`src/rtl/rom_port_arbiter.sv`:
```
// ---------------------------------------------------------------------------
// rom_port_arbiter
//
// Shares one toggle-handshake SDRAM ROM port between three toggle-handshake
// clients. A client is pending while its req differs from its ack. The
// arbiter issues one downstream command at a time, waits for the downstream
// ack to match, and either completes a write right away or counts DATA_DELAY
// cycles before capturing mem_dout for a read.
//
// Parameters
//   DATA_DELAY  cycles from the mem_ack match edge until mem_dout is valid
//               (legal range 1..15).
//
// Build option
//   ROM_ARB_RR_EN  when defined, arbitration is round-robin starting at an
//                  internal pointer that moves past each winner. When not
//                  defined, arbitration is fixed priority c0 > c1 > c2.
//
// Ports
//   clk        system / SDRAM clock, rising edge
//   init_n     asynchronous active-low reset
//   cN_req     toggle request from client N (N = 0..2)
//   cN_ack     toggle acknowledge to client N
//   cN_addr    word address [23:1] of client N
//   cN_we      1 = write, 0 = read
//   cN_din     write data from client N
//   cN_dout    read data to client N
//   mem_req    toggle request to the ROM port
//   mem_ack    toggle acknowledge from the ROM port
//   mem_addr   registered downstream address
//   mem_we     registered downstream write enable
//   mem_din    registered downstream write data
//   mem_dout   downstream read data
//   grant      index of the client being served, 3 = none
// ---------------------------------------------------------------------------
module rom_port_arbiter #(
  parameter int DATA_DELAY = 4
) (
  input  logic        clk,
  input  logic        init_n,

  input  logic        c0_req,
  output logic        c0_ack,
  input  logic [22:0] c0_addr,
  input  logic        c0_we,
  input  logic [15:0] c0_din,
  output logic [15:0] c0_dout,

  input  logic        c1_req,
  output logic        c1_ack,
  input  logic [22:0] c1_addr,
  input  logic        c1_we,
  input  logic [15:0] c1_din,
  output logic [15:0] c1_dout,

  input  logic        c2_req,
  output logic        c2_ack,
  input  logic [22:0] c2_addr,
  input  logic        c2_we,
  input  logic [15:0] c2_din,
  output logic [15:0] c2_dout,

  output logic        mem_req,
  input  logic        mem_ack,
  output logic [22:0] mem_addr,
  output logic        mem_we,
  output logic [15:0] mem_din,
  input  logic [15:0] mem_dout,

  output logic [1:0]  grant
);

  localparam logic [1:0] NO_GRANT  = 2'd3;
  localparam logic [3:0] DELAY_RLD = 4'(DATA_DELAY - 1);

  typedef enum logic [1:0] {
    IDLE      = 2'd0,
    WAIT_ACK  = 2'd1,
    WAIT_DATA = 2'd2
  } state_t;

  state_t state, state_nxt;

  // Client buses gathered into vectors indexed by client number.
  logic [2:0]       req_vec;
  logic [2:0][22:0] addr_vec;
  logic [2:0]       we_vec;
  logic [2:0][15:0] din_vec;

  logic [2:0]       ack_q, ack_nxt;
  logic [2:0][15:0] dout_q, dout_nxt;
  logic [2:0]       pending;
  logic             mem_done;

  logic [1:0]       win;
  logic             win_vld;

  // Request level of the winner at grant time; the ack is set to this value
  // so that a client re-toggling while in flight stays pending.
  logic             cap_req, cap_req_nxt;
  logic [3:0]       cnt, cnt_nxt;

  logic             mem_req_nxt;
  logic [22:0]      mem_addr_nxt;
  logic             mem_we_nxt;
  logic [15:0]      mem_din_nxt;
  logic [1:0]       grant_nxt;

  assign req_vec  = {c2_req, c1_req, c0_req};
  assign addr_vec = {c2_addr, c1_addr, c0_addr};
  assign we_vec   = {c2_we, c1_we, c0_we};
  assign din_vec  = {c2_din, c1_din, c0_din};

  assign pending  = req_vec ^ ack_q;
  assign mem_done = (mem_req == mem_ack);
  assign win_vld  = |pending;

  assign c0_ack  = ack_q[0];
  assign c1_ack  = ack_q[1];
  assign c2_ack  = ack_q[2];
  assign c0_dout = dout_q[0];
  assign c1_dout = dout_q[1];
  assign c2_dout = dout_q[2];

`ifdef ROM_ARB_RR_EN
  logic [1:0] ptr, ptr_nxt;
  logic [1:0] idx;

  function automatic logic [1:0] add_mod3(input logic [1:0] a, input logic [1:0] b);
    logic [2:0] s;
    s = {1'b0, a} + {1'b0, b};
    return (s >= 3'd3) ? 2'(s - 3'd3) : s[1:0];
  endfunction

  // Scan from the farthest candidate back to the pointer so the last match,
  // i.e. the first pending client at or after the pointer, wins.
  always_comb begin
    win = 2'd0;
    idx = ptr;
    for (int k = 2; k >= 0; k--) begin
      idx = add_mod3(ptr, 2'(k));
      if (pending[idx]) win = idx;
    end
  end

  assign ptr_nxt = (state == IDLE && win_vld) ? add_mod3(win, 2'd1) : ptr;

  always_ff @(posedge clk or negedge init_n) begin
    if (!init_n) ptr <= 2'd0;
    else         ptr <= ptr_nxt;
  end
`else
  always_comb begin
    if (pending[0])      win = 2'd0;
    else if (pending[1]) win = 2'd1;
    else                 win = 2'd2;
  end
`endif

  always_comb begin
    state_nxt    = state;
    mem_req_nxt  = mem_req;
    mem_addr_nxt = mem_addr;
    mem_we_nxt   = mem_we;
    mem_din_nxt  = mem_din;
    grant_nxt    = grant;
    cap_req_nxt  = cap_req;
    cnt_nxt      = cnt;
    ack_nxt      = ack_q;
    dout_nxt     = dout_q;

    case (state)
      IDLE: begin
        grant_nxt = NO_GRANT;
        if (win_vld) begin
          mem_addr_nxt = addr_vec[win];
          mem_we_nxt   = we_vec[win];
          mem_din_nxt  = din_vec[win];
          cap_req_nxt  = req_vec[win];
          grant_nxt    = win;
          mem_req_nxt  = ~mem_req;
          state_nxt    = WAIT_ACK;
        end
      end

      WAIT_ACK: begin
        if (mem_done) begin
          // mem_we still holds the issued command, so it tells read from write.
          if (mem_we) begin
            ack_nxt[grant] = cap_req;
            grant_nxt      = NO_GRANT;
            state_nxt      = IDLE;
          end else begin
            cnt_nxt   = DELAY_RLD;
            state_nxt = WAIT_DATA;
          end
        end
      end

      WAIT_DATA: begin
        if (cnt == 4'd0) begin
          dout_nxt[grant] = mem_dout;
          ack_nxt[grant]  = cap_req;
          grant_nxt       = NO_GRANT;
          state_nxt       = IDLE;
        end else begin
          cnt_nxt = cnt - 4'd1;
        end
      end

      default: begin
        grant_nxt = NO_GRANT;
        state_nxt = IDLE;
      end
    endcase
  end

  always_ff @(posedge clk or negedge init_n) begin
    if (!init_n) begin
      state    <= IDLE;
      mem_req  <= 1'b0;
      mem_addr <= '0;
      mem_we   <= 1'b0;
      mem_din  <= '0;
      grant    <= NO_GRANT;
      cap_req  <= 1'b0;
      cnt      <= '0;
      ack_q    <= '0;
      dout_q   <= '0;
    end else begin
      state    <= state_nxt;
      mem_req  <= mem_req_nxt;
      mem_addr <= mem_addr_nxt;
      mem_we   <= mem_we_nxt;
      mem_din  <= mem_din_nxt;
      grant    <= grant_nxt;
      cap_req  <= cap_req_nxt;
      cnt      <= cnt_nxt;
      ack_q    <= ack_nxt;
      dout_q   <= dout_nxt;
    end
  end

endmodule
```
`config.mk`:
```
export PLATFORM = sky130hd
export DESIGN_NAME = rom_port_arbiter
export DESIGN_NICKNAME = d
export VERILOG_FILES = /design/src/rtl/rom_port_arbiter.sv
export SDC_FILE = /design/constraint.sdc
export NUM_CORES = 1
export LEC_CHECK = 0
export BUFFER_PORTS_ARGS = -buffer_cell sky130_fd_sc_hd__buf_2
export CORE_AREA = 2 2 127 92
export CTS_CLUSTER_SIZE = 25
export DETAILED_ROUTE_END_ITERATION = 8
export DIE_AREA = 0 0 129 94
export PLACE_DENSITY = 0.85
export SLEW_MARGIN = 25
export SYNTH_ARGS = -nofsm -noshare
export SYNTH_HDL_FRONTEND = slang
export SYNTH_SLANG_ARGS = --single-unit
```
`constraint.sdc`:
```
create_clock -name clk -period 3.1 [get_ports clk]
set_input_delay 0.465 -clock clk [delete_from_list [all_inputs] [get_ports clk]]
set_output_delay 0.465 -clock clk [all_outputs]
set_load 0.005 [all_outputs]
```
==> results of run 1 <==
==> sequential cells by signal (all words and copies together), names as in the netlist <==
name,flops
c0_dout,16
mem_we,1
ack_q,3
cap_req,1
mem_din,16
mem_addr,23
mem_req,1
c1_dout,16
state,2
grant,2
cnt,4
c2_dout,16
==> power by group <==
| part | internal, µW | switching, µW |
|---|---|---|
| Combinational | 1250 | 1400 |
| Sequential | 1880 | 336 |
| Clock | 555 | 503 |
| Total | 3690 | 2240 |
==> critical path, cell delays in order, from the launching register on <==
cell and delay [ps]:
dfrtp_1 370, inv_1 120, ha_1 150, or3b_4 410
nor2_4 150, nand2_2 300, mux2_2 390
==> cells by family after synthesis <==
| family | after synthesis | share of synthesized area |
|---|---|---|
| AND/OR/NAND/NOR | 228 | 0.211 |
| flip-flops | 101 | 0.529 |
| AO/OA/AOI/OAI | 52 | 0.0829 |
| multiplexers | 51 | 0.120 |
| buffers and inverters | 32 | 0.0319 |
| XOR/XNOR | 9 | 0.0181 |
| adder cells (fa/ha/maj) | 3 | 0.00732 |
==> final cells by class <==
class	instances	area, µm²	share of cell area
Sequential cell	101	2530	0.394
Multi-Input combinational cell	343	2150	0.335
Timing Repair Buffer	241	1260	0.196
Clock buffer	9	225	0.0351
Tap cell	153	191	0.0298
Clock inverter	7	55.1	0.00857
Inverter	4	15.0	0.00234
==> final timing paths <==
| check | startpoint | to | slack [ps] | depth (start not counted) |
|---|---|---|---|---|
| max | cnt[0] | c2_dout[5] | 1080 | 6 |
| min | init_n | mem_din[15] | 180 | 1 |
| max reg2reg | cnt[0] | c2_dout[5] | 1080 | 6 |
| min reg2reg | mem_addr[8] | mem_addr[8] | 470 | 2 |
| max in group asynchronous | init_n | grant[1] | 2120 | 2 |
| min in group clk | mem_dout[8] | c0_dout[8] | 380 | 2 |
==> stage by stage <==
step	setup slack, ps	cells	util
floorplan	1320	476	-
global placement	898	841	0.564
detailed placement	1060	842	0.566
CTS	1060	858	0.592
global route	934	858	0.592
finish	1080	858	0.592
==> cell usage in the layout, fill, tap and decap left out, drive strengths merged, types with 2 or more instances in the layout <==
cell type  count
nor2b          3
clkinvlp       2
dfrtp         99
xnor2          4
clkbuf         9
nand2        129
inv            8
ha             2
buf          241
mux2          51
and3          40
nor2          48
nand3          2
dfstp          2
a2bb2oi        2
o31ai         41
xor2           5
==> layer usage <==
| metal | wire, µm | GRT usage | vias up | part of all wire |
|---|---|---|---|---|
| li1 | - | - | 2061 | - |
| met1 | 5340 | 0.273 | 2029 | 0.43 |
| met2 | 6210 | 0.338 | 147 | 0.50 |
| met3 | 795 | 0.0490 | 12 | 0.064 |
| met4 | 136 | 0.0553 | 0 | 0.011 |
| met5 | 0 | 0 | - | 0 |
==> metrics, run 1 <==
Worst slew margin 0.477; Wirelength per Cell about 15 µm; number of synthesized flops with an enable pin 0; Slew Limit Fails 0; Hold WS between 150 and 200 ps; worst slew pin tran 785 ps; post-CTS sizing 0; synthesized area 4780 µm²; RSZ-0062 raised after global routing no; static leakage ~0.0033 µW; Synth top area share 0.518; core area about 11000 µm²; Die Height 94 µm; Clock transition at path regs ~70 ps; htree depth 3; die area roughly 12000 µm²; CTS buffer count 9; syn_area_per_cell between 10 and 15 µm²; crit path launch type flop; total setup buffers inserted after CTS 0; worst min path class in2async; Final #Nets 844; Synth async-reset ratio 1.00; critical path required time roughly 3300 ps; count of buffers from port buffering ~240; drt total wl approximately 12000 µm; number of global-route vias before repair about 3900; Synth Net Count between 600 and 700; via count 4249; Period minus WS final approximately 2000 ps; Die Wd 129 µm; Tcrit/Tclk final 0.650; Most used DFF post-synth dfrtp_1; DRC viols 0; Global Route Usage Sum 0.205; post-route cell area ~6400 µm²; gr ovfl total 0; Detailed Route Iter0 Violations 220; GP Congestion approximately 0.85; initial antenna violation count 0; Setup TNS Final 0 ps; share of the yosys chip area belonging to registers 0.529; Netlist cell types 37; Detailed Routing Iterations Pass 1 4; post-route ant nets 0; clk buf depth 2; Hold Fails Final Rpt 0; routed vias/inst 4.95; Cell Area, Placed just over 6000 µm²; Clock Sinks 101; WS Path Type reg2reg; Total Power 5930 µW; clock skew approximately 12 ps; Synthesis Warnings 0; Core Rows 32; largest net degree at the start of global routing a little over 80; Yosys reg bits slightly above 100; Initial Utilization 0.441; first-pass GRT wire length about 20000 µm; arrival time at the worst endpoint between 2000 and 2500 ps; Post-CTS Hold Fix Bufs 0; Highest Clock Rate 496 MHz; Mapped Cells between 400 and 500; layout cells sized above 1 0.457; area leader, netlist dfrtp_1; clock tree from TritonCTS yes; Clock Latency Late Sink approximately 340 ps; clk root buf clkbuf_16; maximum VDD drop 0.548 mV; Setup crit end kind flop; top cells by count, synth 126 x nand2_1, 99 x dfrtp_1, 51 x mux2_2; IO Pins 236; synthesis-to-layout area growth 34.3%; count leader, synth nand2_1; # fillers 960; Final HPWL DP ~9500 µm; Worst Path Max Fanout 16; number of diodes 0; Final setup viols 0; P per Cell Area 923 nW/µm²; status finished, final reports clean; largest cells by area after synthesis dfrtp_1 52%, mux2_2 12%, nand2_1 9.9%, o31ai_1 6.4%, and3_1 5.2%; total of max-cap violations 0
Note: power is estimated with default switching activity, not from simulation.
==> run 2, diff against run 1 <==
--- a/config.mk
+++ b/config.mk
@@ -6,11 +6,11 @@
 export NUM_CORES = 1
 export LEC_CHECK = 0
 export BUFFER_PORTS_ARGS = -buffer_cell sky130_fd_sc_hd__buf_2
-export CORE_AREA = 2 2 127 92
+export CORE_AREA = 2 2 131 95
 export CTS_CLUSTER_SIZE = 25
 export DETAILED_ROUTE_END_ITERATION = 8
-export DIE_AREA = 0 0 129 94
-export PLACE_DENSITY = 0.85
+export DIE_AREA = 0 0 133 97
+export PLACE_DENSITY = 0.84
 export SLEW_MARGIN = 25
 export SYNTH_ARGS = -nofsm -noshare
 export SYNTH_HDL_FRONTEND = slang
==> constraint.sdc (replaced) <==
create_clock -name clk -period 1.8 [get_ports clk]
set_input_delay 0.27 -clock clk [delete_from_list [all_inputs] [get_ports clk]]
set_output_delay 0.27 -clock clk [all_outputs]
set_load 0.005 [all_outputs]
==> metrics, run 2 (synthesis results as in run 1) <==
IO Pins between 200 and 250; worst setup margin -9.70 ps; most frequent cells in the layout 234 x buf_2, 126 x nand2_1, 99 x dfrtp_1, 51 x mux2_2, 47 x nor2_1; Setup TNS Final -18.1 ps; die area between 10000 and 15000 µm²; clock skew approximately 7.4 ps; Worst slew margin 0.704; Setup crit end kind flop; CTS buffer count 9; commonest non-fill, non-tap cell in the layout buf_2; initial antenna violation count 0; Die Height between 90 and 100 µm; Core Rows 33; count of buffers from port buffering roughly 240; core area approximately 12000 µm²; Placed Cells 860; RSZ-0062 raised after global routing yes; final non-filler cell total ~880; DRC viols 0; number of diodes 0; Clock Latency Late Sink 340 ps; WS Path Type reg2reg; Detailed Routing Iterations Pass 1 4; R2R Path End c1_dout[14]; Worst Path Max Fanout 16; reg-to-reg setup timing slack -10 ps; Total Power between 10000 and 15000 µW; worst min path class in2reg; crit path to c1_dout[14]; crit path launch type flop; Crit. Startpoint cnt[1]; arrival time at the worst endpoint a little over 2000 ps; Tcrit/Tclk final 1.01; critical path, cell by cell inv_2 -> ha_1 -> or3b_4 -> nor2_4 -> nand2_2 -> buf_12 -> mux2_2; critical path required time around 2000 ps; Global Route Usage Sum 0.202; worst r2r path cells 7; Final setup viols 2; Clock Sinks around 100; post-route ant nets 0; P per Cell Area between 1500 and 2000 nW/µm²; GP Congestion 0.792; routed vias/inst 4.89; drt total wl between 10000 and 15000 µm; static leakage about 0.0035 µW; htree depth 3; Detailed Route Iter0 Violations 203; clk root buf clkbuf_16; clk buf depth 2; Highest Clock Rate between 500 and 600 MHz; max FFs per register 23; failing checks negative setup slack; CP peak stage delay around 400 ps; number of global-route vias before repair roughly 4200; maximum VDD drop roughly 0.92 mV; clock tree from TritonCTS yes; Period minus WS final between 1500 and 2000 ps; via count ~4300; most flop-heavy register mem_addr; Die Wd between 100 and 150 µm; Final #Nets 860; # fillers approximately 1000; largest net degree at the start of global routing 43; Post-Route Utilization 0.579; gr ovfl total 0; worst slew pin tran 440 ps; slowest CP cell or3b_4; Hold Fails Final Rpt 0; status finished with violations; Slew Limit Fails 0; Initial Utilization 0.415; hold depth 2; synthesis-to-layout area growth 39.4%; Cell Area, Placed around 6300 µm²; Clock transition at path regs around 70 ps; R2R Path Start cnt[1]; first-pass GRT wire length 20900 µm; post-route cell area roughly 6700 µm²; total of max-cap violations 0; Final HPWL DP approximately 10000 µm; layout cells sized above 1 0.469; Wirelength per Cell 14.6 µm
==> run 2: changes by cell type in the layout (fill, tap and decap cells not counted), moves of 2 or more <==
| cell | before | now |
|---|---|---|
| inv_1 | 4 | 2 |
| inv_6 | 4 | 0 |
| inv_2 | 0 | 2 |
| bufinv_16 | 0 | 2 |
| inv_8 | 0 | 2 |
| buf_12 | 1 | 8 |
| buf_4 | 5 | 14 |
==> run 2: worst min path at each step <==
stage	from	end	slack [ps]
after floorplan	init_n	ack_q[0]	-30
after global placement	init_n	c1_dout[4]	220
after detailed placement	init_n	c2_dout[2]	220
after CTS	mem_dout[4]	c2_dout[4]	180
after global routing	mem_dout[4]	c1_dout[4]	170
final	mem_dout[4]	c2_dout[4]	190
==> run 2: metrics by stage <==
| step | setup slack, ps | hold slack [ps] |
|---|---|---|
| final | -9.70 | 187 |
| after global routing | -82.5 | 172 |
| after CTS | 5.46 | 175 |
| after detailed placement | -99.0 | 219 |
| after global placement | -27.6 | 221 |
| after floorplan | 18.5 | -25.6 |
==> run 2: layout make-up <==
type,instances,area (µm²),area share
timing repair buffer,257,1450,0.217
tap,157,196,0.0295
inverter,4,15.0,0.00225
sequential,101,2530,0.379
multi-input combinational,343,2160,0.323
clock inverter,6,95.1,0.0143
clock buffer,10,229,0.0343
==> run 2: routing by layer <==
metal / vias up / wire length, µm / track usage
li1: 2104 / - / -
met1: 2028 / 5690 / 0.269
met2: 151 / 6140 / 0.337
met3: 12 / 885 / 0.0535
met4: 0 / 108 / 0.0364
met5: - / 0 / 0
==> run 2: repair_timing <==
| item | 4_1_cts | 5_1_grt |
|---|---|---|
| setup endpoints to repair | 16 | 51 |
| setup buffers | 0 | 1 |
| resized for setup | 3 | 0 |
| hold buffers | 1 | 0 |
| endpoints found under the hold margin | 27 | 0 |
==> run 2: critical path: cells and delay by family, from the launching register on <==
family | cells | cell delay [ps]
buffers and inverters | 2 | 230
adder cells (fa/ha/maj) | 1 | 120
AND/OR/NAND/NOR | 3 | 660
flip-flops | 1 | 390
multiplexers | 1 | 280
==> run 2: where the power goes <==
| part | internal, µW | leakage [µW] | total, µW | switching, µW |
|---|---|---|---|---|
| logic | 2400 | 0.00212 | 4970 | 2570 |
| registers | 3240 | 0.00120 | 3830 | 591 |
| clock network | 1240 | 0.000157 | 2090 | 851 |
==> run 3, diff against run 2 <==
--- a/config.mk
+++ b/config.mk
@@ -6,11 +6,13 @@
 export NUM_CORES = 1
 export LEC_CHECK = 0
 export BUFFER_PORTS_ARGS = -buffer_cell sky130_fd_sc_hd__buf_2
-export CORE_AREA = 2 2 131 95
+export CELL_PAD_IN_SITES_DETAIL_PLACEMENT = 0
+export CELL_PAD_IN_SITES_GLOBAL_PLACEMENT = 1
+export CORE_AREA = 2 2 154 111
 export CTS_CLUSTER_SIZE = 25
 export DETAILED_ROUTE_END_ITERATION = 8
-export DIE_AREA = 0 0 133 97
-export PLACE_DENSITY = 0.84
+export DIE_AREA = 0 0 156 113
+export PLACE_DENSITY = 0.83
 export SLEW_MARGIN = 25
 export SYNTH_ARGS = -nofsm -noshare
 export SYNTH_HDL_FRONTEND = slang
==> metrics, run 3 (synthesis results as in run 1) <==
status finished with violations; failing checks negative setup slack; crit path to c2_dout[0]; RSZ-0062 raised after global routing yes; Detailed Route Iter0 Violations about 210; Global Route Usage Sum 0.155; CP peak stage delay between 300 and 400 ps; Clock Latency Late Sink 340 ps; Cell Area, Placed approximately 6400 µm²; Register Area ~2500 µm²; Die Wd roughly 160 µm; Clock transition at path regs 70 ps; critical path required time around 2000 ps; Met2 Wirelength between 6000 and 7000 µm; most flop-heavy register mem_addr; Detailed Routing Iterations Pass 1 4; Hold WS ~190 ps; total of max-cap violations 0; R2R Path End c2_dout[0]; Tcrit/Tclk final 1.00; via count about 4200; met3 WL just under 900 µm; worst min path class in2reg; count of buffers from port buffering roughly 240; Final HPWL DP around 10000 µm; arrival time at the worst endpoint about 2000 ps; Highest Clock Rate between 500 and 600 MHz; die area 17600 µm²; worst slew pin tran between 500 and 600 ps; min-delay src mem_dout[6]; clk root buf clkbuf_16; first-pass GRT wire length between 20000 and 25000 µm; Die Height ~110 µm; largest net degree at the start of global routing 37; Post-Route Utilization 0.424; clock tree from TritonCTS yes; clock skew between 8 and 9 ps; Setup TNS Final -2.45 ps; worst setup margin -1.31 ps; htree depth 3; most frequent cells in the layout 234 x buf_2, 126 x nand2_1, 98 x dfrtp_1, 51 x mux2_2, 47 x nor2_1; post-route cell area roughly 7000 µm²; R2R Path Start cnt[0]; Worst Path Max Fanout 8; Initial Utilization 0.298; Hold Fails Final Rpt 0; final non-filler cell total between 900 and 1000; drt total wl approximately 14000 µm; synthesis-to-layout area growth 42.2%; Final #Nets between 800 and 900; layout cells sized above 1 0.477; gr ovfl total 0; uppermost layer routed met4; Clock Sinks slightly above 100; Crit. Startpoint cnt[0]; commonest non-fill, non-tap cell in the layout buf_2; maximum VDD drop slightly above 0.7 mV; Multi-input gate area ~2200 µm²; worst r2r path cells 7; slowest CP cell or3b_4; WS Path Type reg2reg; Setup crit end kind flop; IO Pins between 200 and 250; Period minus WS final approximately 1800 ps; Placed Cells between 900 and 1000; clk buf depth 2; max FFs per register 23; Core Rows 39; initial antenna violation count 0; met1 WL between 6000 and 7000 µm; routed vias/inst 4.56; Worst slew margin 0.632; # fillers roughly 1600; critical path, cell by cell inv_2 -> ha_4 -> or3b_4 -> nor2_4 -> nand2_4 -> clkbuf_16 -> mux2_2; CTS buffer count 9; number of diodes 0; Wirelength per Cell 14.6 µm; P per Cell Area around 1600 nW/µm²; reg-to-reg setup timing slack -1 ps; static leakage between 0.003 and 0.004 µW; crit path launch type flop; DRC viols 0; Final setup viols 2; GP Congestion approximately 0.77; number of global-route vias before repair 4317; Slew Limit Fails 0; post-route ant nets 0; core area between 15000 and 20000 µm²
==> run 3: worst max-delay path, delay by kind of cell (launching register included) <==
kind	cells	cell delay [ps]
adders and majority gates	1	120
buffers and inverters	2	260
DFF	1	380
muxes	1	270
and+or+nand+nor	3	670
==> run 3: worst min-delay path by stage <==
stage	slack, ps	depth (start not counted)	to
global route	180	2	c2_dout[3]
global placement	200	1	c2_dout[1]
CTS	180	2	c2_dout[8]
floorplan	-30	0	ack_q[0]
detailed placement	200	1	c2_dout[1]
finish	190	2	c1_dout[6]
==> run 3: layout make-up <==
cell class | count | area share
Clock inverter | 6 | 0.0116
Clock buffer | 10 | 0.0351
Tap cell | 205 | 0.0377
Inverter | 4 | 0.00221
Sequential cell | 101 | 0.372
Multi-Input combinational cell | 343 | 0.320
Timing Repair Buffer | 259 | 0.221
==> run 3: metrics by stage <==
stage,worst slack (ps),power [µW]
finish,-1.31,10900
CTS,20.6,11000
global route,-75.9,11800
floorplan,18.5,6610
global placement,45.5,8810
detailed placement,23.1,8860
==> run 3: what timing repair did <==
action / in CTS / in global routing
setup endpoints to repair: 0 / 93
setup buffers: 0 / 2
endpoints found under the hold margin: 21 / 0
resized for setup: 0 / 11
hold buffers: 1 / 0
==> run 3: power breakdown <==
part           internal [µW]  total, µW  switching (µW)
logic                   2430       5020            2590
registers               3240       3830             592
clock network           1140       2040             892
==> run 3: per-layer routing <==
metal | vias up | GRT usage
li1 | 2105 | -
met2 | 130 | 0.257
met4 | 0 | 0.0312
met3 | 5 | 0.0387
met5 | - | 0
met1 | 1988 | 0.209
